File: src/rtl/dense_seq_ctrl_pkg.sv
// dense_seq_ctrl_pkg: shared state encoding, defaults and chunk sizing for the dense sequencer
package dense_seq_ctrl_pkg;
    localparam int TAPS_DEF     = 9;
    localparam int MAC_LAT_DEF  = 2;
    localparam int ROWLEN_DENSE = 1;
    localparam int ROWLEN_W_DEF = 8;
    typedef enum logic [2:0] {IDLE, CLEAR, LOAD_W, LOAD_X, FIRE, WAIT, EMIT} state_e;
    function automatic logic [7:0] chunk_k(input logic [31:0] rem, input int taps);
        return (rem > 32'(taps)) ? 8'(taps) : rem[7:0];
    endfunction
endpackage

File: src/rtl/dense_seq_ctrl_if.sv
// dense_seq_ctrl_if: control, upstream handshake and datapath-control signals of the dense sequencer
interface dense_seq_ctrl_if import dense_seq_ctrl_pkg::*; #(
    parameter int LEN_W    = 16,
    parameter int ROWLEN_W = ROWLEN_W_DEF
);
    logic                start;
    logic [LEN_W-1:0]    in_len;
    logic                busy;
    logic                done;
    logic                weight_valid;
    logic                weight_ready;
    logic                feature_valid;
    logic                feature_ready;
    logic                line_buffer_reset;
    logic [ROWLEN_W-1:0] row_length;
    logic                shifting_filter;
    logic                shifting_line;
    logic [7:0]          dense_valid;
    logic                mac_enable;
    logic                out_valid;
    logic                out_last;
    modport master(
        input  start, in_len, weight_valid, feature_valid,
        output busy, done, weight_ready, feature_ready, line_buffer_reset, row_length,
               shifting_filter, shifting_line, dense_valid, mac_enable, out_valid, out_last
    );
    modport slave(
        output start, in_len, weight_valid, feature_valid,
        input  busy, done, weight_ready, feature_ready, line_buffer_reset, row_length,
               shifting_filter, shifting_line, dense_valid, mac_enable, out_valid, out_last
    );
endinterface

File: src/rtl/dense_seq_ctrl_load_cnt.sv
// dense_load_cnt: handshake-qualified tap counter, shared by the weight and feature load phases
module dense_load_cnt (
    input  logic       clk,
    input  logic       rst,
    input  logic       clear_i,
    input  logic       en_i,
    input  logic [7:0] k_i,
    input  logic       valid_i,
    output logic       ready_o,
    output logic       shift_o,
    output logic       last_o
);
    logic [7:0] cnt_q;
    assign ready_o = en_i;
    assign shift_o = en_i & valid_i;
    assign last_o  = shift_o && (cnt_q + 8'd1 == k_i);
    // self-clears on the k-th accept so the next load phase starts from zero
    always_ff @(posedge clk) begin
        if (rst || clear_i || last_o) cnt_q <= '0;
        else if (shift_o)             cnt_q <= cnt_q + 8'd1;
    end
endmodule

File: src/rtl/dense_seq_ctrl.sv
// dense_seq_ctrl: chunks an in_len feature vector into TAPS-wide MAC passes
// (clear line buffer, load weights, load features, fire MAC, emit result)
module dense_seq_ctrl import dense_seq_ctrl_pkg::*; #(
    parameter int TAPS     = TAPS_DEF,
    parameter int LEN_W    = 16,
    parameter int MAC_LAT  = MAC_LAT_DEF,
    parameter int ROWLEN_W = ROWLEN_W_DEF
) (
    input logic              clk,
    input logic              rst,
    dense_seq_ctrl_if.master bus
);
    state_e           state_q, state_d;
    logic [LEN_W-1:0] rem_q, rem_d;
    logic [7:0]       k_q, k_d, k_new, wait_q, wait_d;
    logic             zdone_q, zdone_d;
    logic             ld_en, ld_valid, ld_ready, ld_shift, ld_last, last_chunk;

    assign k_new      = chunk_k(32'(rem_q), TAPS);
    assign last_chunk = rem_q == '0;
    assign ld_en      = (state_q == LOAD_W) || (state_q == LOAD_X);
    assign ld_valid   = (state_q == LOAD_W) ? bus.weight_valid : bus.feature_valid;

    dense_load_cnt u_cnt (
        .clk     (clk),
        .rst     (rst),
        .clear_i (state_q == CLEAR),
        .en_i    (ld_en),
        .k_i     (k_q),
        .valid_i (ld_valid),
        .ready_o (ld_ready),
        .shift_o (ld_shift),
        .last_o  (ld_last)
    );

    always_ff @(posedge clk) begin
        if (rst) begin
            state_q <= IDLE;
            rem_q   <= '0;
            k_q     <= '0;
            wait_q  <= '0;
            zdone_q <= 1'b0;
        end else begin
            state_q <= state_d;
            rem_q   <= rem_d;
            k_q     <= k_d;
            wait_q  <= wait_d;
            zdone_q <= zdone_d;
        end
    end

    always_comb begin
        state_d = state_q;
        rem_d   = rem_q;
        k_d     = k_q;
        wait_d  = wait_q;
        zdone_d = 1'b0;
        case (state_q)
            IDLE: begin
                if (bus.start && bus.in_len == '0) zdone_d = 1'b1;
                else if (bus.start) begin
                    rem_d   = bus.in_len;
                    state_d = CLEAR;
                end
            end
            CLEAR:  begin
                k_d     = k_new;
                state_d = LOAD_W;
            end
            LOAD_W: state_d = ld_last ? LOAD_X : LOAD_W;
            LOAD_X: state_d = ld_last ? FIRE : LOAD_X;
            FIRE: begin
                rem_d   = rem_q - LEN_W'(k_q);
                wait_d  = '0;
                state_d = (MAC_LAT > 1) ? WAIT : EMIT;
            end
            WAIT: begin
                wait_d  = wait_q + 8'd1;
                state_d = (wait_q == 8'(MAC_LAT - 2)) ? EMIT : WAIT;
            end
            EMIT: begin
                k_d     = last_chunk ? 8'd0 : k_q;
                state_d = last_chunk ? IDLE : CLEAR;
            end
            default: state_d = IDLE;
        endcase
    end

    assign bus.busy              = state_q != IDLE;
    assign bus.done              = zdone_q || (state_q == EMIT && last_chunk);
    assign bus.weight_ready      = ld_ready && state_q == LOAD_W;
    assign bus.feature_ready     = ld_ready && state_q == LOAD_X;
    assign bus.shifting_filter   = ld_shift && state_q == LOAD_W;
    assign bus.shifting_line     = ld_shift && state_q == LOAD_X;
    assign bus.line_buffer_reset = state_q == CLEAR;
    assign bus.row_length        = ROWLEN_W'(ROWLEN_DENSE);
    assign bus.dense_valid       = (state_q == CLEAR) ? k_new : k_q;
    assign bus.mac_enable        = state_q == FIRE;
    assign bus.out_valid         = state_q == EMIT;
    assign bus.out_last          = state_q == EMIT && last_chunk;
endmodule

File: src/flat_wrapper.sv
// flat-port wrapper written by rule: the top's interface ports become plain ports
module dense_seq_ctrl_flat import dense_seq_ctrl_pkg::*;
#(
    parameter int TAPS     = TAPS_DEF,
    parameter int LEN_W    = 16,
    parameter int MAC_LAT  = MAC_LAT_DEF,
    parameter int ROWLEN_W = ROWLEN_W_DEF
)
  (clk, rst, bus_start, bus_in_len, bus_weight_valid, bus_feature_valid, bus_busy, bus_done, bus_weight_ready, bus_feature_ready, bus_line_buffer_reset, bus_row_length, bus_shifting_filter, bus_shifting_line, bus_dense_valid, bus_mac_enable, bus_out_valid, bus_out_last);
  dense_seq_ctrl_if #(.LEN_W(LEN_W), .ROWLEN_W(ROWLEN_W)) bus_i ();
  input logic clk;
  input logic rst;
  input wire logic [$bits(bus_i.start)-1:0] bus_start;
  input wire logic [$bits(bus_i.in_len)-1:0] bus_in_len;
  input wire logic [$bits(bus_i.weight_valid)-1:0] bus_weight_valid;
  input wire logic [$bits(bus_i.feature_valid)-1:0] bus_feature_valid;
  output wire logic [$bits(bus_i.busy)-1:0] bus_busy;
  output wire logic [$bits(bus_i.done)-1:0] bus_done;
  output wire logic [$bits(bus_i.weight_ready)-1:0] bus_weight_ready;
  output wire logic [$bits(bus_i.feature_ready)-1:0] bus_feature_ready;
  output wire logic [$bits(bus_i.line_buffer_reset)-1:0] bus_line_buffer_reset;
  output wire logic [$bits(bus_i.row_length)-1:0] bus_row_length;
  output wire logic [$bits(bus_i.shifting_filter)-1:0] bus_shifting_filter;
  output wire logic [$bits(bus_i.shifting_line)-1:0] bus_shifting_line;
  output wire logic [$bits(bus_i.dense_valid)-1:0] bus_dense_valid;
  output wire logic [$bits(bus_i.mac_enable)-1:0] bus_mac_enable;
  output wire logic [$bits(bus_i.out_valid)-1:0] bus_out_valid;
  output wire logic [$bits(bus_i.out_last)-1:0] bus_out_last;
  assign bus_i.start = bus_start;
  assign bus_i.in_len = bus_in_len;
  assign bus_i.weight_valid = bus_weight_valid;
  assign bus_i.feature_valid = bus_feature_valid;
  assign bus_busy = bus_i.busy;
  assign bus_done = bus_i.done;
  assign bus_weight_ready = bus_i.weight_ready;
  assign bus_feature_ready = bus_i.feature_ready;
  assign bus_line_buffer_reset = bus_i.line_buffer_reset;
  assign bus_row_length = bus_i.row_length;
  assign bus_shifting_filter = bus_i.shifting_filter;
  assign bus_shifting_line = bus_i.shifting_line;
  assign bus_dense_valid = bus_i.dense_valid;
  assign bus_mac_enable = bus_i.mac_enable;
  assign bus_out_valid = bus_i.out_valid;
  assign bus_out_last = bus_i.out_last;
  dense_seq_ctrl #(.TAPS(TAPS), .LEN_W(LEN_W), .MAC_LAT(MAC_LAT), .ROWLEN_W(ROWLEN_W)) u_core (.clk(clk), .rst(rst), .bus(bus_i));
endmodule
File: config.mk
export PLATFORM = sky130hd
export DESIGN_NAME = dense_seq_ctrl_flat
export DESIGN_NICKNAME = d
export VERILOG_FILES = /design/src/rtl/dense_seq_ctrl_pkg.sv /design/src/rtl/dense_seq_ctrl_if.sv /design/src/rtl/dense_seq_ctrl_load_cnt.sv /design/src/rtl/dense_seq_ctrl.sv /design/src/flat_wrapper.sv
export SDC_FILE = /design/constraint.sdc
export NUM_CORES = 1
export LEC_CHECK = 0
export CAP_MARGIN = 0
export CORE_ASPECT_RATIO = 0.75
export CORE_MARGIN = 5
export CORE_UTILIZATION = 45
export CTS_BUF_LIST = sky130_fd_sc_hd__clkbuf_8
export CTS_CLUSTER_DIAMETER = 100
export CTS_CLUSTER_SIZE = 40
export DETAILED_ROUTE_END_ITERATION = 8
export PLACE_DENSITY = 0.77
export SETUP_SLACK_MARGIN = 0.05
export SYNTH_ARGS = -nofsm -noshare
export SYNTH_HDL_FRONTEND = slang
export SYNTH_HIERARCHICAL = 1
export SYNTH_SLANG_ARGS = --single-unit
File: constraint.sdc
create_clock -name clk -period 6.5 [get_ports clk]
set_clock_uncertainty 0.15 [all_clocks]
set_input_delay 0.975 -clock clk [delete_from_list [all_inputs] [get_ports clk]]
set_output_delay 0.975 -clock clk [all_outputs]
set_load 0.01 [all_outputs]
==> results.tsv, run 1 <==
metric	value	unit
gr usage total	0.1894	
Seq/Total Area, Yosys	0.2963	
FF-to-FF Start	u_core/state_q[2]	
Synth Area in XOR/XNOR	0.06776	
EDFF count, synth	0	
clk slew on worst S/H paths	0.09	ns
Lkg Pwr	1.310	nW
RR Endpoint	u_core/state_q[0]	
share of post-route cells with drive strength above 1	0.04785	
Worst Hold Path Cells	2	
Slew Limit Fails	0	
root buf cell	clkbuf_8	
area grow syn2layout	16.41	%
Slew HR	0.1067	
postcts setup bufs	0	
fmax	244.0	MHz
CTS tree	built	
dpl hpwl	5751	microns
HP Class	reg2reg	
final setup fails	0	
fin worst setup slack	2.401	ns
I/O Buffers	38	
Antenna Cells	0	
initial antenna violation count	0	
Synth Flop Type	dfxtp_1	
first-pass GRT wire length	13190	microns
combinational family with the most area after synthesis	simple AND/OR/NAND/NOR gates	
min cycle time layout	4.099	ns
vias in the first global route	2721	
Yosys reg bits	44	
Post-Synth Simple-Gate Area	0.2765	
Initial Util	0.4682	
Final TNS setup	0	ns
via count	2950	
Post-Route WL	7788	microns
Design Power	753.6	uW
number of buffers created by CTS	5	
Die Wd	103.9	microns
R2R setup slack	2.43	ns
I/O pin count	47	
post_cts resized	0	
R2R cell count	11	
arrival time worst endpoint	2.97	ns
Synth Area in Compound Gates	0.2184	
hold buffers post-CTS	0	
Crit Path Class	reg2out	
Overflow after GRT	0	
placer congestion estimate	0.8728	
setup repair after global routing missed its margin	no	
PD cells	217.7	nW/um^2
Routed Antenna Nets	0	
Worst Tran Pin Value	1.340	ns
Synth Area per Inst	7.603	sq um
Clock Path Buffers	2	
synthesized area	2973	sq um
Post-Syn Instances	391	
Placement Setup Slack	2.445	ns
Worst Path Required	5.37	ns
worst setup path start	u_core/state_q[2]	
Tcrit/Tclk final	0.6306	
fin nets	450	
ys async rst share	0	
Die H	80.39	microns
Unique masters post-synth	57	
DR WL/cell	15.61	microns
hold endpoint	u_core/rem_q[7]	
DR iter-0 viols	225	
row count	25	
Post-Synth Adder-Cell Area	0.05303	
Yosys Warn Count	6	
TritonRoute pass-1 iters	5	
worst-path fanout max	23	
Sink Count	44	
# DRC	0	
Clk Latency, worst-skew pair	0.30	ns
outcome	finished clean	
core area	6350	sq um
die area	8349	sq um
Critical Path Source Type	flop	
largest net degree at the start of global routing	33	
Max Cap Viol	0	
H-tree levels	2	
vias per cell	5.912	
mux cell area share after synthesis	0.01473	
Max IR drop VDD	0.0001151	V
Fin. Hold Viols	0	
Crit. End Element	output pin	
min-delay src	u_core/rem_q[7]	
[stage by stage]
stage	std cells	cell area, sq um	hold slack (ns)	utilization
final	499	3461	0.3333	0.5450
after global routing	499	3461	0.3604	0.5450
after CTS	499	3461	0.3351	0.5450
after detailed placement	491	3353	0.3228	0.5281
after global placement	491	3353	0.3181	0.5281
after floorplan	397	2995	0.3033	-
[registers in the layout, indices dropped and copies added, names as in the netlist]
register            flops
u_core/wait_q           8
u_core/state_q          3
u_core/k_q              8
u_core/rem_q           16
u_core/u_cnt/cnt_q      8
u_core/zdone_q          1
[placed cells by master, fill, tap and decap left out, types with 9 or more instances in the layout]
master	synthesis	routed
a211oi_1	10	10
clkdlybuf4s50_1	0	38
nand2_1	37	37
inv_1	20	21
nor3_1	16	16
dfxtp_1	44	44
nor2_1	29	29
or3_1	9	9
o21ai_0	27	27
nand3_1	15	15
a21oi_1	31	31
ha_1	11	11
xnor2_1	15	15
[worst max-delay path: stages (launching register included)]
cell and delay [ns]:
dfxtp_1 0.54, nor2b_1 0.49, and2_1 0.21, mux2_2 0.35, nand2_1 0.34, inv_1 0.10
and3_1 0.18, clkdlybuf4s50_1 0.48
[kinds of logic (layout without fill, tap and decap cells)]
kind of cell | after synthesis | in the layout
AOI/OAI and AO/OA | 103 | 103
muxes | 4 | 4
xor gates and xnor gates | 23 | 23
other | 2 | 8
adders and majority gates | 12 | 12
DFF | 44 | 44
and+or+nand+nor | 156 | 156
buffers and inverters | 47 | 68
[final cells by class]
| class | instances | area (sq um) |
|---|---|---|
| fillers | 609 | 2889 |
| flip-flops and latches | 44 | 880.8 |
| multi-input cells | 306 | 1904 |
| well taps | 81 | 101.3 |
| clock inverters | 3 | 38.79 |
| inverters | 21 | 78.83 |
| clock buffers | 5 | 68.82 |
| repair buffers | 39 | 387.9 |
[worst max path at each step]
stage / depth (start not counted) / slack (ns) / endpoint
6_report: 7 / 2.40 / bus_shifting_line
4_1_cts: 7 / 2.43 / bus_shifting_line
3_5_place_dp: 10 / 2.44 / u_core/state_q[0]
5_1_grt: 7 / 2.15 / bus_shifting_line
3_3_place_gp: 10 / 2.51 / u_core/state_q[0]
2_1_floorplan: 12 / 3.30 / u_core/state_q[0]
[power breakdown]
group          switching [mW]  leakage (nW)  internal, mW
registers              0.0224         0.358         0.285
logic                   0.133         0.893         0.102
clock network          0.0976        0.0593         0.113
total                   0.253          1.31         0.500
[metal layers]
| metal | wire [microns] | vias to the layer above | global-route usage |
|---|---|---|---|
| li1 | - | 1440 | - |
| met1 | 3825 | 1393 | 0.2647 |
| met5 | 0 | - | 0 |
| met4 | 131 | 0 | 0.06210 |
| met3 | 450 | 12 | 0.05141 |
| met2 | 3380 | 105 | 0.2812 |
[synthesized netlist by cell type, types with 9 or more instances]
library cell	count	area (sq um)
a21oi_1	31	155.2
nand3_1	15	75.07
nor2_1	29	108.9
nor3_1	16	80.08
or3_1	9	56.30
inv_1	20	75.07
buf_4	9	67.56
dfxtp_1	44	880.8
nand2_1	37	138.9
ha_1	11	137.6
a211oi_1	10	75.07
xnor2_1	15	131.4
clkbuf_1	16	60.06
o21ai_0	27	135.1
No activity file was read; power rests on OpenSTA's default activity.
==> run 2, diff against run 1 <==
- clock period: 6.5 -> 4.3 ns (I/O delays scaled with it)
==> run 2 against run 1 <==
Flip-flop and latch count unchanged. Hold slack better by 0.0054 ns. Largest power group unchanged. Non-clock buffer count up 2. Highest routed layer unchanged. Clock power up 62%. Combinational power up 52%. Critical path type unchanged.
==> results.tsv, run 2 (same netlist as run 1, synthesis figures left out) <==
metric	value	unit	change
outcome	finished clean		
Clock Path Buffers	2		unchanged
via count	2936		-0.47%
most frequent cells in the layout	dfxtp_1, clkdlybuf4s50_1, nand2_1, a21oi_1, nor2_1		
most frequent CP cell	or4_4		
Slowest cell on crit path	or4_4		
Antenna Cells	0		unchanged
number of buffers created by CTS	5		unchanged
Worst Path Required	3.50	ns	-1.87 ns
Sink Count	44		unchanged
Die H	80.39	microns	unchanged
Worst Setup EP	bus_done		
Slew Limit Fails	0		unchanged
Crit. End Element	output pin		
Die Wd	103.9	microns	unchanged
min cycle time layout	3.748	ns	
fin nets	452		+0.44%
Max Cap Viol	0		unchanged
R2R cell count	12		+1
core area	6350	sq um	unchanged
commonest non-fill, non-tap cell in the layout	dfxtp_1		
I/O pin count	47		unchanged
gr usage total	0.1891		-0.0003309
postcts setup bufs	0		unchanged
Tcrit/Tclk final	0.8717		
setup repair after global routing missed its margin	no		
TritonRoute pass-1 iters	5		unchanged
arrival time worst endpoint	2.95	ns	-0.02 ns
Fin. Hold Viols	0		unchanged
Clk Latency, worst-skew pair	0.31	ns	about the same
FF-to-FF Start	u_core/state_q[2]		
DR iter-0 viols	306		+36%
first-pass GRT wire length	12970	microns	-1.7%
vias in the first global route	2633		-3.2%
Crit Path Class	reg2out		
# DRC	0		unchanged
Design Power	1.164	mW	+54%
PD cells	333.5	nW/um^2	+53%
Critical Path Source Type	flop		
H-tree levels	2		unchanged
Worst Tran Pin Value	1.310	ns	-0.02958 ns
RR Endpoint	u_core/state_q[0]		
R2R setup slack	0.69	ns	-1.74 ns
largest net degree at the start of global routing	32		-3.0%
dpl hpwl	5955	microns	+3.6%
Overflow after GRT	0		unchanged
Slew HR	0.1264		+0.01972
final setup fails	0		unchanged
post_cts resized	0		unchanged
Worst Hold Path Cells	2		unchanged
Initial Util	0.4682		unchanged
clk slew on worst S/H paths	0.09	ns	about the same
initial antenna violation count	0		unchanged
CTS tree	built		
largest register by flop count	u_core/rem_q		
vias per cell	5.860		-0.87%
max reg flops	16		unchanged
worst setup path start	u_core/rem_q[8]		
Post-Route WL	7930	microns	+1.8%
Final TNS setup	0	ns	unchanged
area grow syn2layout	17.38	%	
Lkg Pwr	1.322	nW	+0.89%
critical-path cell list	or4_4, or4_4, or2_1, or2_4, or2b_1, clkdlybuf4s50_1		
DR WL/cell	15.83	microns	+1.4%
placer congestion estimate	0.9485		+8.7%
share of post-route cells with drive strength above 1	0.05476		+0.006915
Routed Antenna Nets	0		unchanged
hold buffers post-CTS	0		unchanged
Max IR drop VDD	0.0001932	V	+68%
row count	25		unchanged
I/O Buffers	38		unchanged
fmax	266.8	MHz	
root buf cell	clkbuf_8		
Fin Hold WS	0.3387	ns	+0.005388 ns
die area	8349	sq um	unchanged
HP Class	reg2reg		
worst-path fanout max	7		-70%
CP max stage delay	0.58	ns	+0.04 ns
## run 2: cell types whose count changed in the layout (fill, tap and decap cells not counted)
cell / before / now
clkbuf_8: 5 / 6
clkinv_2: 1 / 0
inv_1: 21 / 20
buf_4: 1 / 3
clkinv_4: 0 / 1
## run 2: layer usage
metal / share of wire / GRT usage / vias to the layer above
li1: - / - / 1441
met1: 0.47 / 0.2681 / 1366
met2: 0.44 / 0.2882 / 114
met3: 0.072 / 0.03614 / 15
met4: 0.017 / 0.06210 / 0
met5: 0 / 0 / -
## run 2: worst max-delay path: cells and delay by family, from the launching register on
kind | cells | cell delay [ns]
flip-flops | 1 | 0.38
buffers and inverters | 1 | 0.52
AND/OR/NAND/NOR | 5 | 1.74
## run 2: where the power goes
group | internal, mW | total, mW | switching, mW
registers | 0.431 | 0.465 | 0.0344
clock network | 0.190 | 0.340 | 0.150
logic | 0.155 | 0.358 | 0.203
total | 0.776 | 1.16 | 0.388
## run 2: worst min path at each step
| stage | start | to | slack, ns |
|---|---|---|---|
| floorplan | u_core/rem_q[6] | u_core/rem_q[6] | 0.30 |
| global placement | u_core/rem_q[6] | u_core/rem_q[6] | 0.32 |
| detailed placement | u_core/rem_q[7] | u_core/rem_q[7] | 0.32 |
| CTS | u_core/rem_q[5] | u_core/rem_q[5] | 0.34 |
| global route | u_core/rem_q[5] | u_core/rem_q[5] | 0.35 |
| finish | u_core/rem_q[5] | u_core/rem_q[5] | 0.34 |
## run 2: cell type report
type | instances | area [sq um]
inverter | 21 | 78.83
tap | 81 | 101.3
clock buffer | 6 | 82.58
clock inverter | 2 | 38.79
multi-input combinational | 306 | 1904
timing repair buffer | 41 | 402.9
sequential | 44 | 880.8
fill | 584 | 2860
## run 2: per-stage QoR
step,instance area (sq um),worst slack [ns],instances,utilization
2_1_floorplan,2995,1.097,397,-
3_3_place_gp,3368,0.8849,493,0.5304
3_5_place_dp,3368,0.7575,493,0.5304
4_1_cts,3490,0.5644,501,0.5496
5_1_grt,3490,0.3456,501,0.5496
6_report,3490,0.5515,501,0.5496
==> run 3, diff against run 2 <==
- CAP_MARGIN: 0 -> default
- CORE_UTILIZATION: 45 -> 30
- CTS_CLUSTER_SIZE: 40 -> default
- PLACE_DENSITY: 0.77 -> 0.58
==> run 3 against run 2 <==
Cell count rose by 10%. Register-to-register slack better by 0.16 ns. Critical endpoint is now bus_shifting_filter. Global-route usage shrank 5.4 points. Sequential power about the same. Critical path type unchanged. Core utilization down 18 points. Via count down 2.0%.
==> results.tsv, run 3 (same netlist as run 1, synthesis figures left out) <==
metric	value	unit	change
setup repair after global routing missed its margin	no		
outcome	finished clean		
min cycle time layout	3.735	ns	-0.01329 ns
DR iter-0 viols	204		-33%
post-route cell area	3525	sq um	+1.0%
Clk Latency, worst-skew pair	0.31	ns	about the same
gr usage total	0.1348		-0.05430
dpl hpwl	6136	microns	+3.0%
Sink Count	44		unchanged
H-tree levels	2		unchanged
Placement Setup Slack	0.8579	ns	+0.1004 ns
most frequent cells in the layout	dfxtp_1, clkdlybuf4s50_1, nand2_1, a21oi_1, nor2_1		
core area	9658	sq um	+52%
Crit Path Class	reg2out		
# DRC	0		unchanged
area of the multi-input gates	1904	sq um	unchanged
largest register by flop count	u_core/rem_q		
Routed Antenna Nets	0		unchanged
Reg area	880.8	sq um	unchanged
Overflow after GRT	0		unchanged
CTS tree	built		
Cell Area, Placed	3447	sq um	+2.3%
final setup fails	0		unchanged
crit path buf inv count	2		+1
Slowest cell on crit path	dfxtp_1		
Max IR drop VDD	0.0001064	V	-45%
Crit path max-delay family	simple AND/OR/NAND/NOR gates		
Worst Path Required	3.50	ns	about the same
Fin Hold WS	0.3400	ns	+0.001324 ns
fmax	267.7	MHz	+0.36%
vias in the first global route	2591		-1.6%
postcts setup bufs	0		unchanged
Clock Path Buffers	2		unchanged
Slew Limit Fails	0		unchanged
clk slew on worst S/H paths	0.08	ns	about the same
Crit. End Element	output pin		
placer congestion estimate	0.8465		-11%
I/O pin count	47		unchanged
area grow syn2layout	18.56	%	
fin util	0.3649		-0.1846
Fillers	1002		+72%
Worst Tran Pin Value	1.130	ns	-0.1799 ns
HP Class	reg2reg		
largest net degree at the start of global routing	24		-25%
PD cells	306.7	nW/um^2	-8.0%
DR WL/cell	14.79	microns	-6.6%
Lkg Pwr	1.316	nW	-0.43%
Post-Route WL	8177	microns	+3.1%
critical-path cell list	nor2b_1, and2_1, mux2_2, nand2_1, inv_1, and3_1, clkdlybuf4s50_1		
root buf cell	clkbuf_8		
via count	2876		-2.0%
CP max stage delay	0.50	ns	-0.08 ns
arrival time worst endpoint	2.94	ns	about the same
TritonRoute pass-1 iters	4		-1
hold buffers post-CTS	0		unchanged
Final TNS setup	0	ns	unchanged
Fin. Hold Viols	0		unchanged
row count	31		+24%
Max Cap Viol	0		unchanged
fin worst setup slack	0.5648	ns	+0.01329 ns
commonest non-fill, non-tap cell in the layout	dfxtp_1		
number of buffers created by CTS	5		unchanged
post_cts resized	0		unchanged
Antenna Cells	0		unchanged
worst-path fanout max	13		+6
die area	12020	sq um	+44%
Slew HR	0.2463		+0.1200
Initial Util	0.3078		-0.1604
max reg flops	16		unchanged
I/O Buffers	38		unchanged
Die H	96.21	microns	+20%
Die Wd	124.9	microns	+20%
initial antenna violation count	0		unchanged
Critical Path Source Type	flop		
vias per cell	5.201		-11%
first-pass GRT wire length	13170	microns	+1.5%
Tcrit/Tclk final	0.8687		-0.003090
fin nets	454		+0.44%
share of post-route cells with drive strength above 1	0.05463		-0.0001301
-- run 3: changes by cell type in the layout (fill, tap and decap cells not counted), sizes merged --
| cell | previous run | this run |
|---|---|---|
| buf | 3 | 5 |
| inv | 20 | 21 |
| clkbuf | 6 | 5 |
| bufinv | 1 | 0 |
-- run 3: area by class of cell --
cell class,instances,share of cell area
Clock buffer,5,0.01952
Multi-Input combinational cell,306,0.5403
Clock inverter,2,0.002485
Sequential cell,44,0.2499
Inverter,21,0.02236
Tap cell,132,0.04686
Timing Repair Buffer,43,0.1186
-- run 3: where the power goes --
part | internal [mW] | switching, mW
combinational | 0.156 | 0.202
clock | 0.109 | 0.149
sequential | 0.431 | 0.0335
-- run 3: per-layer routing --
metal / global-route usage / up-vias / share of wire
met5: 0 / - / 0
met3: 0.02718 / 8 / 0.035
li1: - / 1451 / -
met1: 0.1877 / 1365 / 0.51
met4: 0.02978 / 0 / 0.0078
met2: 0.2172 / 52 / 0.45
-- run 3: final timing paths --
kind	slack, ns	to	cells after the start	from
min reg2reg	0.34	u_core/rem_q[7]	2	u_core/rem_q[7]
max	0.56	bus_shifting_filter	7	u_core/state_q[1]
min	0.34	u_core/rem_q[7]	2	u_core/rem_q[7]
max reg2reg	0.85	u_core/state_q[0]	11	u_core/state_q[1]
-- run 3: worst min-delay path, cell delays in order (launching register included) --
cell	delay [ns]
dfxtp_1	0.33
nand2_1	0.06
a21oi_1	0.06
-- run 3: metrics by stage --
stage,power [mW],cells
global placement,0.8245,546
floorplan,0.7244,397
global route,1.151,553
finish,1.081,553
detailed placement,0.8273,546
CTS,1.089,553
